`config.mk`:
```
export PLATFORM = sky130hd
export DESIGN_NAME = branch_ctrl_flat
export DESIGN_NICKNAME = d
export VERILOG_FILES = /design/src/rtl/branch_if.sv /design/src/rtl/branch_ctrl.sv /design/src/flat_wrapper.sv
export SDC_FILE = /design/constraint.sdc
export NUM_CORES = 1
export LEC_CHECK = 0
export BUFFER_PORTS_ARGS = -buffer_cell sky130_fd_sc_hd__buf_2
export CORE_MARGIN = 3
export CORE_UTILIZATION = 45
export CTS_CLUSTER_SIZE = 28
export DETAILED_ROUTE_END_ITERATION = 16
export PLACE_DENSITY = 0.74
export SLEW_MARGIN = 20
export SYNTH_ARGS = -nofsm -noshare
export SYNTH_HDL_FRONTEND = slang
export SYNTH_SLANG_ARGS = --single-unit
```
`constraint.sdc`:
```
create_clock -name clk -period 8.8 [get_ports clk]
set_clock_uncertainty 0.15 [all_clocks]
set_input_delay 1.76 -clock clk [delete_from_list [all_inputs] [get_ports clk]]
set_output_delay 1.76 -clock clk [all_outputs]
set_load 0.05 [all_outputs]
```
`src/rtl/branch_if.sv`:
```
// Branch controller bus: decoded-branch request in, fetch-redirect target out,
// plus the flush, link-register write and not-taken side signals.
interface branch_if;
  // Handshakes: a request transfers on a rising edge where instr_valid and
  // instr_ready are both 1; a target transfers on a rising edge where
  // target_valid and target_ack are both 1. A valid holds its payload stable
  // until that edge and never waits on its ready/ack.
  logic        instr_valid;
  logic        instr_ready;
  logic [3:0]  cond;
  logic        link;
  logic [23:0] imm24;
  logic [31:0] pc;
  logic [3:0]  flags;
  logic        target_valid;
  logic [31:0] target_addr;
  logic        target_ack;
  logic        flush;
  logic        lr_we;
  logic [31:0] lr_data;
  logic        not_taken;

  modport master (
    output instr_valid, cond, link, imm24, pc, flags, target_ack,
    input  instr_ready, target_valid, target_addr, flush, lr_we, lr_data, not_taken
  );

  modport slave (
    input  instr_valid, cond, link, imm24, pc, flags, target_ack,
    output instr_ready, target_valid, target_addr, flush, lr_we, lr_data, not_taken
  );
endinterface

```
`src/rtl/branch_ctrl.sv`:
```
// ARM-style branch controller: evaluates the condition, sign-extends and scales
// the word offset, issues the target to fetch, then holds a pipeline flush.
module branch_ctrl #(
    parameter int FLUSH_CYCLES = 2  // legal 1..15
) (
    input  logic       clk,
    input  logic       rst,
    branch_if.slave    bus,
    output logic [2:0] dbg_state
);

    typedef enum logic [2:0] {
        IDLE   = 3'd0,
        EXTEND = 3'd1,
        CALC   = 3'd2,
        ISSUE  = 3'd3,
        FLUSH  = 3'd4
    } state_e;

    state_e      state_q, state_d;
    logic        link_q, link_d;
    logic [23:0] imm_q, imm_d;
    logic [31:0] pc_q, pc_d;
    logic [31:0] ext_q, ext_d;
    logic [31:0] target_addr_q, target_addr_d;
    logic [31:0] lr_data_q, lr_data_d;
    logic        target_valid_q, target_valid_d;
    logic        flush_q, flush_d;
    logic        lr_we_q, lr_we_d;
    logic        not_taken_q, not_taken_d;
    logic        instr_ready_q, instr_ready_d;
    logic [3:0]  flush_cnt_q, flush_cnt_d;
    logic        cond_pass;

    always_comb begin
        logic n, z, c, v;
        n = bus.flags[3];
        z = bus.flags[2];
        c = bus.flags[1];
        v = bus.flags[0];
        cond_pass = 1'b0;
        case (bus.cond)
            4'b0000: cond_pass = z;
            4'b0001: cond_pass = !z;
            4'b0010: cond_pass = c;
            4'b0011: cond_pass = !c;
            4'b0100: cond_pass = n;
            4'b0101: cond_pass = !n;
            4'b0110: cond_pass = v;
            4'b0111: cond_pass = !v;
            4'b1000: cond_pass = c & !z;
            4'b1001: cond_pass = !c | z;
            4'b1010: cond_pass = (n == v);
            4'b1011: cond_pass = (n != v);
            4'b1100: cond_pass = !z & (n == v);
            4'b1101: cond_pass = z | (n != v);
            4'b1110: cond_pass = 1'b1;
            default: cond_pass = 1'b0;
        endcase
    end

    always_comb begin
        state_d        = state_q;
        link_d         = link_q;
        imm_d          = imm_q;
        pc_d           = pc_q;
        ext_d          = ext_q;
        target_addr_d  = target_addr_q;
        lr_data_d      = lr_data_q;
        target_valid_d = target_valid_q;
        flush_d        = flush_q;
        lr_we_d        = 1'b0;
        not_taken_d    = 1'b0;
        instr_ready_d  = instr_ready_q;
        flush_cnt_d    = flush_cnt_q;

        case (state_q)
            IDLE: begin
                if (bus.instr_valid) begin
                    link_d = bus.link;
                    imm_d  = bus.imm24;
                    pc_d   = bus.pc;
                    if (cond_pass) begin
                        state_d       = EXTEND;
                        instr_ready_d = 1'b0;
                    end else begin
                        not_taken_d = 1'b1;
                    end
                end
            end
            EXTEND: begin
                ext_d   = {{8{imm_q[23]}}, imm_q};
                state_d = CALC;
            end
            CALC: begin
                // ARM PC reads two instructions ahead, hence the +8.
                target_addr_d  = pc_q + 32'd8 + {ext_q[29:0], 2'b00};
                lr_data_d      = pc_q + 32'd4;
                target_valid_d = 1'b1;
                state_d        = ISSUE;
            end
            ISSUE: begin
                if (bus.target_ack) begin
                    target_valid_d = 1'b0;
                    flush_d        = 1'b1;
                    lr_we_d        = link_q;
                    flush_cnt_d    = 4'(FLUSH_CYCLES - 1);
                    state_d        = FLUSH;
                end
            end
            FLUSH: begin
                if (flush_cnt_q == 4'd0) begin
                    flush_d       = 1'b0;
                    instr_ready_d = 1'b1;
                    state_d       = IDLE;
                end else begin
                    flush_cnt_d = flush_cnt_q - 4'd1;
                end
            end
            default: begin
                state_d        = IDLE;
                instr_ready_d  = 1'b1;
                target_valid_d = 1'b0;
                flush_d        = 1'b0;
            end
        endcase
    end

    always_ff @(posedge clk or posedge rst) begin
        if (rst) begin
            state_q        <= IDLE;
            link_q         <= 1'b0;
            imm_q          <= 24'd0;
            pc_q           <= 32'd0;
            ext_q          <= 32'd0;
            target_addr_q  <= 32'd0;
            lr_data_q      <= 32'd0;
            target_valid_q <= 1'b0;
            flush_q        <= 1'b0;
            lr_we_q        <= 1'b0;
            not_taken_q    <= 1'b0;
            instr_ready_q  <= 1'b1;
            flush_cnt_q    <= 4'd0;
        end else begin
            state_q        <= state_d;
            link_q         <= link_d;
            imm_q          <= imm_d;
            pc_q           <= pc_d;
            ext_q          <= ext_d;
            target_addr_q  <= target_addr_d;
            lr_data_q      <= lr_data_d;
            target_valid_q <= target_valid_d;
            flush_q        <= flush_d;
            lr_we_q        <= lr_we_d;
            not_taken_q    <= not_taken_d;
            instr_ready_q  <= instr_ready_d;
            flush_cnt_q    <= flush_cnt_d;
        end
    end

    assign bus.instr_ready  = instr_ready_q;
    assign bus.target_valid = target_valid_q;
    assign bus.target_addr  = target_addr_q;
    assign bus.flush        = flush_q;
    assign bus.lr_we        = lr_we_q;
    assign bus.lr_data      = lr_data_q;
    assign bus.not_taken    = not_taken_q;
    assign dbg_state        = state_q;

endmodule

```
`src/flat_wrapper.sv`:
```
// flat-port wrapper written by rule: the top's interface ports become plain ports
module branch_ctrl_flat 
#(
    parameter int FLUSH_CYCLES = 2                
)
  (clk, rst, dbg_state, bus_instr_valid, bus_cond, bus_link, bus_imm24, bus_pc, bus_flags, bus_target_ack, bus_instr_ready, bus_target_valid, bus_target_addr, bus_flush, bus_lr_we, bus_lr_data, bus_not_taken);
  branch_if bus_i ();
  input  logic clk;
  input  logic rst;
  output logic [2:0] dbg_state;
  input wire logic [$bits(bus_i.instr_valid)-1:0] bus_instr_valid;
  input wire logic [$bits(bus_i.cond)-1:0] bus_cond;
  input wire logic [$bits(bus_i.link)-1:0] bus_link;
  input wire logic [$bits(bus_i.imm24)-1:0] bus_imm24;
  input wire logic [$bits(bus_i.pc)-1:0] bus_pc;
  input wire logic [$bits(bus_i.flags)-1:0] bus_flags;
  input wire logic [$bits(bus_i.target_ack)-1:0] bus_target_ack;
  output wire logic [$bits(bus_i.instr_ready)-1:0] bus_instr_ready;
  output wire logic [$bits(bus_i.target_valid)-1:0] bus_target_valid;
  output wire logic [$bits(bus_i.target_addr)-1:0] bus_target_addr;
  output wire logic [$bits(bus_i.flush)-1:0] bus_flush;
  output wire logic [$bits(bus_i.lr_we)-1:0] bus_lr_we;
  output wire logic [$bits(bus_i.lr_data)-1:0] bus_lr_data;
  output wire logic [$bits(bus_i.not_taken)-1:0] bus_not_taken;
  assign bus_i.instr_valid = bus_instr_valid;
  assign bus_i.cond = bus_cond;
  assign bus_i.link = bus_link;
  assign bus_i.imm24 = bus_imm24;
  assign bus_i.pc = bus_pc;
  assign bus_i.flags = bus_flags;
  assign bus_i.target_ack = bus_target_ack;
  assign bus_instr_ready = bus_i.instr_ready;
  assign bus_target_valid = bus_i.target_valid;
  assign bus_target_addr = bus_i.target_addr;
  assign bus_flush = bus_i.flush;
  assign bus_lr_we = bus_i.lr_we;
  assign bus_lr_data = bus_i.lr_data;
  assign bus_not_taken = bus_i.not_taken;
  branch_ctrl #(.FLUSH_CYCLES(FLUSH_CYCLES)) u_core (.clk(clk), .rst(rst), .bus(bus_i), .dbg_state(dbg_state));
endmodule
```
# Word-level counts from Yosys, hierarchy flattened
# Index checks and enable logic that the tools add are counted.
[totals] elab_cells=89 inputBits=69 output_inout_bits=72 register_bits=157
[classes] addsub=4 reduce_logical=17 n_eq_ne=25 bitwise_logic=7 muxes=23
[ops] operator="32-bit by 3-bit adder with 32-bit output, second input constant" n=1
[ops] operator="32-bit adder" n=1
[ops] operator="32-bit by 4-bit adder with 32-bit output, second input constant" n=1
[ops] operator="4-bit equality test, second input constant" n=7
[ops] operator="4-bit by 3-bit equality test with 1-bit output, second input constant" n=4
[ops] operator="1-bit one-hot mux with 15 select lines" n=1
[ops] operator="3-bit one-hot mux with 5 select lines" n=1
[ops] operator="3-bit 2-to-1 mux" n=4
[ops] operator="1-bit 2-to-1 mux" n=11
[ops] operator="1-bit one-hot mux with 3 select lines" n=3
[ops] operator="3-bit OR reduction" n=3
[ops] operator="4-bit by 2-bit equality test with 1-bit output, second input constant" n=2
[ops] operator="4-bit zero test" n=2
[ops] operator="4-bit 2-to-1 mux" n=2
[ops] operator="4-bit one-hot mux with 2 select lines" n=1
[ops] operator="4-bit AND reduction" n=2
[ops] operator="3-bit by 2-bit equality test with 1-bit output, second input constant" n=2
[ops] operator="2-bit inequality test, second input constant" n=3
[ops] operator="3-bit AND reduction" n=2
[ops] operator="4-bit by 1-bit equality test with 1-bit output, second input constant" n=1
[ops] operator="1-bit zero test" n=4
[ops] operator="2-bit by 1-bit inequality test with 1-bit output, second input constant" n=2
[ops] operator="2-bit AND reduction" n=2
[ops] operator="4-bit by 1-bit subtractor with 4-bit output, second input constant" n=1
[ops] operator="9 further kinds" n=13

# Logic depth before layout (Yosys ltp)
[logic_depth] depth_word=6 ltp_mapped=12 ltp_nobuf=12

# Worst setup path before layout
# Ideal clock, no wire load.
[synth_timing] path_type="input to register" from="input port bus_cond[2]" to="register u_core.state_q[0] (netlist: u_core.dbg_state[0])" arrival_ns=2.929 setup_ns=0.138 stages=7 path_buffers=1 t_required_ns=8.512 setup_slack_ns=5.582 path_cell_list="clkbuf_1 mux2i_1 o22ai_1 o22ai_1 or2_2 a21oi_1 o221ai_1"
[synth_via] elab_chain_len=4 word_cells_on_any_way=18 classes_between="eq/ne: 15; mux: 1; reduce/logical: 2"
[synth_lines] item="start, declared" line_no="flat_wrapper.sv:12" text="input wire logic [$bits(bus_i.cond)-1:0] bus_cond;"
[synth_lines] item="4-bit equality test, or another cell as far along" line_no="branch_ctrl.sv:42" text="case (bus.cond)"
[synth_lines] item="1-bit one-hot mux with 15 select lines (*)" line_no="branch_ctrl.sv:42"
[synth_lines] item="2-bit by 1-bit inequality test with 1-bit output (no line) (*)"
[synth_lines] item="4-bit AND reduction (no line) (*)"
[synth_lines] item="end signal, assigned" line_no="branch_ctrl.sv:145" text="state_q <= state_d;"
[synth_lines] item="end, declared" line_no="branch_ctrl.sv:20" text="state_e state_q, state_d;"
# Mark *: on every way between the ends. The rest lies on a longest branch, timed or not.
# A chain may end at the register's enable or synchronous reset.

# Final worst setup path
[layout_timing] from="register u_core.state_q[2] (netlist: u_core.dbg_state[2])" to="output port dbg_state[2]"
[layout_lines] item="end, declared" line_no="flat_wrapper.sv:10" text="output logic [2:0] dbg_state;"
# No word-level cell between the ends.

==> impl_metrics.toml <==
[critical_path]
cp_slowest_cell = "dfrtp_1"
worstSetupPathType = "reg -> out"
arrival_ps = 1240
crit_chain = "buf_2"
cpPeakStageDelay_ps = 500
critical_path.endpoint_type = "primary output"
path_delay_family = "flip-flops"
cp-start-kind = "register"
critPathMaxFanout = 8
crit_buf_inv = 1
cp.required_ps = 6890

[floorplanning]
ioPinCount = 141
die-width_um = 142.9
chipHeight_um = 142.9
initial_core_util_pct = 46.33
dieArea_um2 = 20420
core.rowCount = 49
coreArea_um2 = 18210

[global_route]
grt_max_degree = 101
antenna_found_initial = 0
grt_pass1_vias = 6458
overflow = 0
track_usage_pct = 19.80
grt_pass1_wl_mm = 32.42

[sta]
maxSlewViolCount = 0
relSlewSlack_pct = 38.56
rsz0062_at_grt = "false"
final.min_clock_period_ps = 3149
tightest_slew_ps = 921.7
setup_viol_count_final = 0
min_period_over_period_pct = 35.78
tns_ps = 0
max_freq_ghz = 0.3176
final_hold_viol_count = 0

[clocking]
worstSkewPairLatency_ps = 420
cts.clk_slew.worst_paths_ps = 60
ctsLongestPathBuffers = 2
post_cts_buffers = 0
h-tree-depth = 4
root_buffer = "clkbuf_16"
clock-sinks = 155
holdBufCountCts = 0
cts_made_buffers = 17
postCtsResizedCells = 0
cts_tree = "done"

[detailed_routing]
num_vias = 6404
antenna_left = 0
wl_per_cell_um = 16.45
drc_errors = 0
top_layer_used = "met4"
drt_iter0_drc = 347
wl_met1_mm = 8.974
wl_met3_um = 804
drt_pass1_iterations = 5
wl_mm = 19.41
dr_wl_met2_mm = 9.403
vias_per_cell = 5.427

[placement]
dp_hpwl_mm = 13.81
portBuffers = 140
dp.cells = 1148
place.gp.congestion = 0.8591

[final_layout]
layout_commonest_cell = "dfrtp_1"
drive_gt1_share_pct = 28.71
area_growth_pct = 17.67
antenna_cells = 0
nNetsFinal = 1067
fin_cells = 1180
final_cell_mix = "dfrtp_1 (154), buf_2 (140), nand2_1 (108)"

[yosys]
yosys_most_used_dff = "dfrtp_1"
synth_edf_count = 0
yosysUniqueCellTypes = 67
syn_nets = 940
netlist_instances = 811
synthesis.area_um2 = 8436
ys_seq_area_share_pct = 46.00
synth.avg_cell_area_um2 = 10.40
ys_ff_latch = 155
async_flop_share_pct = 100.0
synth_warnings = 0

[status]
run_status = "finished clean"

[worst_hold_path]
hold_path.class = "reg -> reg"

[flow_run]
cap_violations = 0
==> state kept, by name, indices dropped and copies added, names as in the netlist, 3 cells and up <==
register,cells
u_core.imm_q,24
u_core.bus.lr_data,32
u_core.ext_q,24
u_core.bus.target_addr,30
u_core.flush_cnt_q,4
u_core.pc_q,32
u_core.dbg_state,3
==> per-stage QoR <==
stage	setup slack (ps)	instance area [um2]	utilization (%)	hold WS [ps]
global placement	5328	9306	51.11	295.9
CTS	5634	9926	54.51	315.6
detailed placement	5244	9306	51.11	300.1
floorplan	2714	8436	-	284.8
finish	5651	9926	54.51	317.3
global route	5465	9926	54.51	349.6
==> path summary, 6_finish.rpt <==
check,from,endpoint,slack [ps],depth (start not counted)
max,u_core.dbg_state[2],dbg_state[2],5650,1
min,u_core.pc_q[0],u_core.bus.lr_data[0],320,2
max reg2reg,u_core.pc_q[3],u_core.bus.target_addr[21],5680,12
min reg2reg,u_core.pc_q[0],u_core.bus.lr_data[0],320,2
max in group asynchronous,rst,u_core.bus.not_taken,5800,3
min in group asynchronous,rst,u_core.bus.lr_we,1360,2
==> kinds of logic after synthesis <==
logic type / synth area share [%]
compound gates: 12.73
simple gates: 13.66
mux: 10.78
xor+xnor: 5.087
flops: 46.00
buf+inv: 2.759
fa+ha+maj: 8.988
==> cells in the mapped netlist, types with 5 or more instances <==
cell,instances,area share (%)
dfrtp_1,154,46
nand2_1,108,4.8
mux2_2,79,11
ha_1,59,8.8
o21ai_0,50,3.0
nor2_1,37,1.6
a21oi_1,34,2.0
xor2_1,29,3.0
nand3_1,26,1.5
clkbuf_1,22,0.98
xnor2_1,20,2.1
a21o_1,18,1.6
nand4_1,17,1.3
o21ai_1,14,0.83
buf_2,12,0.71
inv_1,12,0.53
nor3_1,8,0.47
and3_1,7,0.52
o21a_1,6,0.53
a211oi_1,5,0.45
and4_1,5,0.52
nor2b_1,5,0.37
nor3b_1,5,0.45
o21bai_1,5,0.45
o31ai_1,5,0.45
==> per-layer routing <==
layer	global-route usage (%)	vias up
li1	-	3146
met1	27.18	3105
met2	32.37	138
met3	3.952	15
met4	5.103	0
met5	0	-
==> layout make-up <==
cell class / instances / area (um2)
Fill cell: 1678 / 8283
Multi-Input combinational cell: 603 / 4329
Sequential cell: 155 / 3880
Timing Repair Buffer: 147 / 753.2
Clock buffer: 22 / 454.2
Tap cell: 229 / 286.5
Clock inverter: 10 / 165.2
Inverter: 14 / 57.56
Power is left out: the tool's default activity adds up to more than one toggle a clock period on the data nets, which glitch-free logic cannot reach.
